<file path="config.mk">
export PLATFORM = sky130hd
export DESIGN_NAME = skid_slice
export DESIGN_NICKNAME = d
export VERILOG_FILES = /design/src/rtl/zs_slice_pkg.sv /design/src/rtl/skid_slice.sv
export SDC_FILE = /design/constraint.sdc
export NUM_CORES = 1
export LEC_CHECK = 0
export BUFFER_PORTS_ARGS = -buffer_cell sky130_fd_sc_hd__buf_2
export CAP_MARGIN = 5
export CORE_MARGIN = 2
export CORE_UTILIZATION = 40
export DETAILED_ROUTE_END_ITERATION = 7
export GPL_TIMING_DRIVEN = 0
export PLACE_DENSITY_LB_ADDON = 0.12
export SLEW_MARGIN = 0
export SYNTH_ARGS = -nofsm -noshare
export SYNTH_HDL_FRONTEND = slang
export SYNTH_SLANG_ARGS = --single-unit
</file>
<file path="constraint.sdc">
create_clock -name clk_i -period 2.3 [get_ports clk_i]
set_clock_uncertainty 0.15 [all_clocks]
set_input_delay 0.345 -clock clk_i [delete_from_list [all_inputs] [get_ports clk_i]]
set_output_delay 0.345 -clock clk_i [all_outputs]
set_load 0.01 [all_outputs]
</file>
<file path="src/rtl/zs_slice_pkg.sv">
// Shared types for the zero-skip valid/ready slices (skid_slice, fifo_slice).
package zs_slice_pkg;

  typedef enum logic [1:0] {
    EMPTY = 2'd0,
    ONE   = 2'd1,
    TWO   = 2'd2
  } state_t;

  typedef logic [1:0] occ_t;

  // Number of held entries for a given slice state.
  function automatic occ_t occ_of(state_t s);
    occ_t o;
    case (s)
      EMPTY:   o = 2'd0;
      ONE:     o = 2'd1;
      TWO:     o = 2'd2;
      default: o = 2'd0;
    endcase
    return o;
  endfunction

endpackage

</file>
<file path="src/rtl/skid_slice.sv">
// Two-entry valid/ready register slice. Every output, including the upstream
// ready, comes straight from a flop, so no combinational path crosses the slice
// in either direction. main_q feeds the downstream port; skid_q catches the one
// beat that can arrive while the downstream stalls and rdy_o is still high.
//
// state | meaning
// EMPTY | nothing held, vld_o low
// ONE   | main_q valid, skid_q unused, ready upstream
// TWO   | main_q and skid_q valid, not ready upstream
module skid_slice
  import zs_slice_pkg::*;
#(
  parameter type t = logic [7:0]
) (
  input  logic clk_i,
  input  logic rst_i,
  input  logic clear_i,
  input  t     din_i,
  input  logic vld_i,
  output logic rdy_o,
  output t     dout_o,
  output logic vld_o,
  input  logic rdy_i,
  output occ_t occ_o
);

  state_t state_q, state_d;
  t       main_q, main_d;
  t       skid_q, skid_d;
  logic   rdy_q, rdy_d;
  logic   acc, pop;

  assign acc = vld_i & rdy_q;
  assign pop = (state_q != EMPTY) & rdy_i;

  // Next state and data: handshake-driven moves, with clear_i overriding all of them.
  always_comb begin
    state_d = state_q;
    main_d  = main_q;
    skid_d  = skid_q;
    case (state_q)
      EMPTY: begin
        if (acc) begin
          main_d  = din_i;
          state_d = ONE;
        end
      end
      ONE: begin
        if (acc && pop) begin
          main_d = din_i;
        end else if (acc) begin
          skid_d  = din_i;
          state_d = TWO;
        end else if (pop) begin
          state_d = EMPTY;
        end
      end
      TWO: begin
        // rdy_q is low here, so only the drain of main_q can happen.
        if (pop) begin
          main_d  = skid_q;
          state_d = ONE;
        end
      end
      default: begin
        state_d = EMPTY;
      end
    endcase
    if (clear_i) begin
      state_d = EMPTY;
      main_d  = '0;
      skid_d  = '0;
    end
    // Ready is computed from the next state so the flop already reflects it.
    rdy_d = (state_d != TWO);
  end

  // State, storage and registered ready; reset leaves ready low for one edge.
  always_ff @(posedge clk_i or posedge rst_i) begin
    if (rst_i) begin
      state_q <= EMPTY;
      main_q  <= '0;
      skid_q  <= '0;
      rdy_q   <= 1'b0;
    end else begin
      state_q <= state_d;
      main_q  <= main_d;
      skid_q  <= skid_d;
      rdy_q   <= rdy_d;
    end
  end

  assign rdy_o  = rdy_q;
  assign vld_o  = (state_q != EMPTY);
  assign dout_o = main_q;
  assign occ_o  = occ_of(state_q);

endmodule

</file>
* Yosys cells after proc, flatten, opt, wreduce, memory -nomap -nowiden
Index checks and enable logic that the tools add are counted.
** Cells by class
- Eq/ne operators :: 7
- Muxes and demuxes :: 16
- Bitwise logic cells :: 2
- Reductions and logical operators :: 8
** Operator list (count)
- 2-to-1 mux 8 bit :: 7
- one-hot mux 8 bit (3 select lines) :: 1
- 2-to-1 mux 2 bit :: 6
- inequality test 3 bit, second input constant :: 3
- one-hot mux 2 bit (3 select lines) :: 1
- nonzero test 2 bit :: 3
- inequality test 2 bit, second input constant :: 2
- one-hot mux 2 bit (2 select lines) :: 1
- AND reduction 4 bit :: 1
- nonzero test 4 bit :: 1
- AND reduction 3 bit :: 1
- AND 1 bit :: 2
- == test 2 x 1 -> 1 bit, second input constant :: 1
- == test 2 bit, second input constant :: 1
- zero test 2 bit :: 1
- logical AND 1 bit :: 1
** Word-level totals
- Register bits :: 19
- Input bits :: 13
- Output and inout bits :: 12
- Logic and storage cells :: 37

* Depth between registers and ports, before layout
- Depth in word-level cells :: 8
- Mapped depth :: 7
- Gate-level depth less buffers :: 6

* Worst setup path before layout
No wires, ideal clock.
- Path type :: register to register
- Start point :: reg state_q[1]
- End point :: reg main_q (netlist bit dout_o[0])
- Library setup time :: 0.136 ns
- Arrival time :: 1.672 ns
- Data required time :: 2.014 ns
- Slack :: 0.343 ns
- Stages on the path, launching flop included :: 8
- Path buffers :: 1
- Clock period less this slack :: 1.957 ns
- Cell sequence :: dfrtp_1 > inv_1 > ha_1 > nor2_2 > o311ai_4 > and2_1 > buf_6 > a211oi_1
** On the way
- Longest elaborated chain between the ends :: 5
- Elaborated cells between the ends (all ways) :: 13
- Classes of those cells :: 5 x eq/ne; 2 x mux; 1 x bitwise; 5 x reduce/logical
** Ends and longest elaborated chain
- start: declaration :: line skid_slice.sv:27 : state_t state_q, state_d;
- start signal: assignment :: line skid_slice.sv:86 : state_q <= state_d;
- nonzero test 2 bit :: line skid_slice.sv:34 : assign pop = (state_q != EMPTY) & rdy_i;
- AND 1 bit :: line skid_slice.sv:34
- logical AND 1 bit :: line skid_slice.sv:49 : if (acc && pop) begin
- inequality test 3 bit (no line)
- AND reduction 4 bit (no line)
- end signal: assignment :: line skid_slice.sv:87 : main_q <= main_d;
- end: declaration :: line skid_slice.sv:28 : t main_q, main_d;
Parallel ways exist; a longest one is shown, timed or not.
A chain may end at the register's enable or synchronous reset.

* Worst setup path in the final report
Ends and elaborated chain as after synthesis.

==> run_results.csv <==
group,metric,value,unit
route,wl_per_cell,14.10,µm
grt,globalRouteTotalUtil,16.29,%
timing,setup-tns-final,0,ns
grt,largest_net_degree_at_the_start_of_global_routing,20,
route,post-route-drc-count,0,
clocking,ctsHoldBuffers,0,
timing,setup_viol_count_final,0,
setup_path,crit_path_cell_trace,"inv_1 > ha_1 > nor2_2 > o311ai_4 > buf_12 > and2_1 > buf_6 > a211oi_1",
run_status,failing_checks,"negative hold slack",
timing,postLayoutSetupSlackWorst,0.1835,ns
timing,timing.final.max_slew_violations,0,
setup_path,worst-endpoint-required,2.36,ns
synth,synth_top_cell_by_area,"sky130_fd_sc_hd__dfrtp_1",
pwr,power.leakage,0.6088,nW
timing,max_freq,472.5,MHz
clocking,tritoncts_num_sinks,19,
clocking,ctsLongestPathBuffers,2,
grt,grt_antenna_before_repair,0,
synth,yosys_register_bits,19,
floorplanning,die_w,56.26,µm
timing,tightestPinTransition,0.7016,ns
layout,sequential_cell_area,475.5,µm²
setup_path,worst_r2r_path_depth,8,
synth,synth_top_area_share,43.53,%
timing,part_of_the_cycle_the_worst_path_needs,92.02,%
layout,area_of_combinational_cells_with_multiple_inputs,526.8,µm²
layout,flow.area_growth_from_synthesis,18.33,%
synth,yosys-top-cells-area,"sky130_fd_sc_hd__dfrtp_1, sky130_fd_sc_hd__mux2i_1, sky130_fd_sc_hd__a221oi_1",
layout,diodes,0,
grt,grt_pass1_vias,839,
floorplanning,fp.dieArea,3165,µm²
grt,gr-total-overflow,0,
setup_path,cp_top_family,"flip-flops",
timing,maxSlewHeadroom,53.18,%
synth,ys_async_sr_fraction,100.0,%
clocking,h_tree_depth,1,
place,post-dp-hpwl,1733,µm
layout,drive_gt1_share,29.63,%
clocking,cts-buffers-inserted,3,
floorplanning,core,2522,µm²
setup_path,critPathCaptureType,"flop",
timing,finalHoldWorstSlack,-0.01239,ns
route,initialDrtViolationCount,15,
clocking,clock_insertion_delay_worst_skew,0.29,ns
synth,yosysUniqueCellTypes,29,
synth,netlist_instances,107,
grt,grt_first_pass_wirelength,4008,µm
timing,report.final.hold_viol_count,10,
place,gp_congestion,0.7376,
synth,synth_enable_flop_cells,0,
floorplanning,design.portCount,25,
synth,yosysWarnings,0,
setup_path,setup.worst_path.end,"dout_o[0]",
setup_path,timing.critical_path.slowest_stage_cell,"sky130_fd_sc_hd__dfrtp_1",
synth,cell_area_after_synthesis,1092,µm²
synth,synth-main-ff-cell,"sky130_fd_sc_hd__dfrtp_1",
pwr,fin_total_pwr,0.8182,mW
place,port_buffers,23,
setup_path,critPathKind,"flop to flop",
synth,ys_top_cells_by_count,"sky130_fd_sc_hd__dfrtp_1, sky130_fd_sc_hd__inv_1, sky130_fd_sc_hd__nor2_1, sky130_fd_sc_hd__nor2b_1",
route,via_per_inst,5.061,
hold_path,min-delay-path-class,"input port to async pin",
setup_path,timing.critical_path.depth,8,
setup_path,crit_fanout,9,
route,postRouteAntennaNets,0,
setup_path,critical_path_arrival,2.17,ns
layout,finish.instance_area,1292,µm²
pwr,ir_drop,0.0004324,V
synth,seq_area_frac_synth,43.53,%
floorplanning,die_h,56.26,µm
place,dpl-instance-area,1245,µm²
floorplanning,number_of_standard_cell_rows_in_the_floorplan,18,
route,num_vias,835,
setup_path,critical_path.max_stage_delay,0.46,ns
setup_path,worst_r2r_startpoint,"state_q[1]",
job,max-cap-violations,0,
pwr,pwr_density_cell,633.1,nW/µm²
setup_path,worstSetupStartpointType,"flop",
route,total_iterations_of_the_first_detailed_routing_run,4,
setup_path,timing.rr.end,"dout_o[0]",
setup_path,critPathBufInv,3,
clocking,clkTransAtPathRegs,0.11,ns
route,detail_route.wirelength,2327,µm
layout,finish.net_count,154,
setup_path,crit_start,"state_q[1]",
clocking,cts_tree,"yes",
setup_path,regToRegSetupSlack,0.18,ns
timing,grt_setup_unrepaired,"no",
synth,syn-mean-instance-area,10.21,µm²
clocking,clock-root-buffer,"sky130_fd_sc_hd__clkbuf_4",
floorplanning,start_util,43.30,%
timing,period_needed,2.116,ns
run_status,outcome,"finished, violations left",
layout,fill_cells,268,
synth,postSynthNetCount,125,
place,pre_cts_ws,0.1284,ns
synth,synthMostInstantiatedCell,"sky130_fd_sc_hd__dfrtp_1",
==> state kept, by name, summed over array words and instances (netlist names) <==
register,cells
dout_o,8
skid_q,8
state_q,2
rdy_o,1
==> layer usage <==
layer	up-vias	GRT usage [%]	wire [µm]
met3	2	5.300	116
li1	433	-	-
met4	0	2.041	10
met1	378	24.06	1165
met5	-	0	0
met2	22	23.87	1034
==> logic make-up (layout without fill, tap and decap cells) <==
kind of cell               Yosys count  count (layout)  share of synthesized area [%]
and+or+nand+nor                     29              29                          14.66
AOI/OAI and AO/OA                   25              25                          20.50
buffers and inverters               21              49                          8.247
DFF                                 19              19                          43.53
muxes                                8               8                          7.331
adders and majority gates            5               5                          5.727
==> final cells by class <==
type | instances | share of cell area, %
Buffer | 7 | 3.001
Timing Repair Buffer | 24 | 10.46
Tap cell | 30 | 2.904
Clock buffer | 4 | 2.033
Multi-Input combinational cell | 67 | 40.76
Sequential cell | 19 | 36.79
Inverter | 14 | 4.066
==> report_power, final <==
part	total [mW]	internal (mW)	switching (mW)
Combinational	0.263	0.114	0.148
Sequential	0.390	0.369	0.0207
Clock	0.166	0.0675	0.0982
Total	0.818	0.551	0.267
==> per-stage QoR <==
step | utilization, % | instances
2_1_floorplan | - | 107
3_5_place_dp | 49.36 | 160
3_3_place_gp | 49.36 | 160
6_report | 51.24 | 165
4_1_cts | 50.40 | 164
5_1_grt | 51.24 | 165
==> worst min-delay path by stage <==
stage	from	endpoint	slack [ns]	cells after the start
2_1_floorplan	rst_i	dout_o[0]	0.15	1
3_3_place_gp	rst_i	state_q[0]	0.35	2
3_5_place_dp	rst_i	state_q[0]	0.35	2
4_1_cts	rst_i	state_q[0]	0.02	2
5_1_grt	rst_i	dout_o[7]	0.03	2
6_report	rst_i	state_q[0]	-0.01	2
==> timing repair <==
action	CTS	global route
endpoints found under the setup margin	0	9
buffers inserted	0	1
resized for setup	0	2
==> cell usage in the layout (no fill, tap or decap), types with 3 or more instances in the layout <==
cell type                   n
sky130_fd_sc_hd__a211oi_1   7
sky130_fd_sc_hd__clkbuf_4   3
sky130_fd_sc_hd__a221oi_1   8
sky130_fd_sc_hd__ha_1       5
sky130_fd_sc_hd__nor2b_1    9
sky130_fd_sc_hd__buf_2     26
sky130_fd_sc_hd__inv_1     14
sky130_fd_sc_hd__nor2_1     9
sky130_fd_sc_hd__mux2i_1    8
sky130_fd_sc_hd__dfrtp_1   19
No activity file was read; power rests on OpenSTA's default activity.
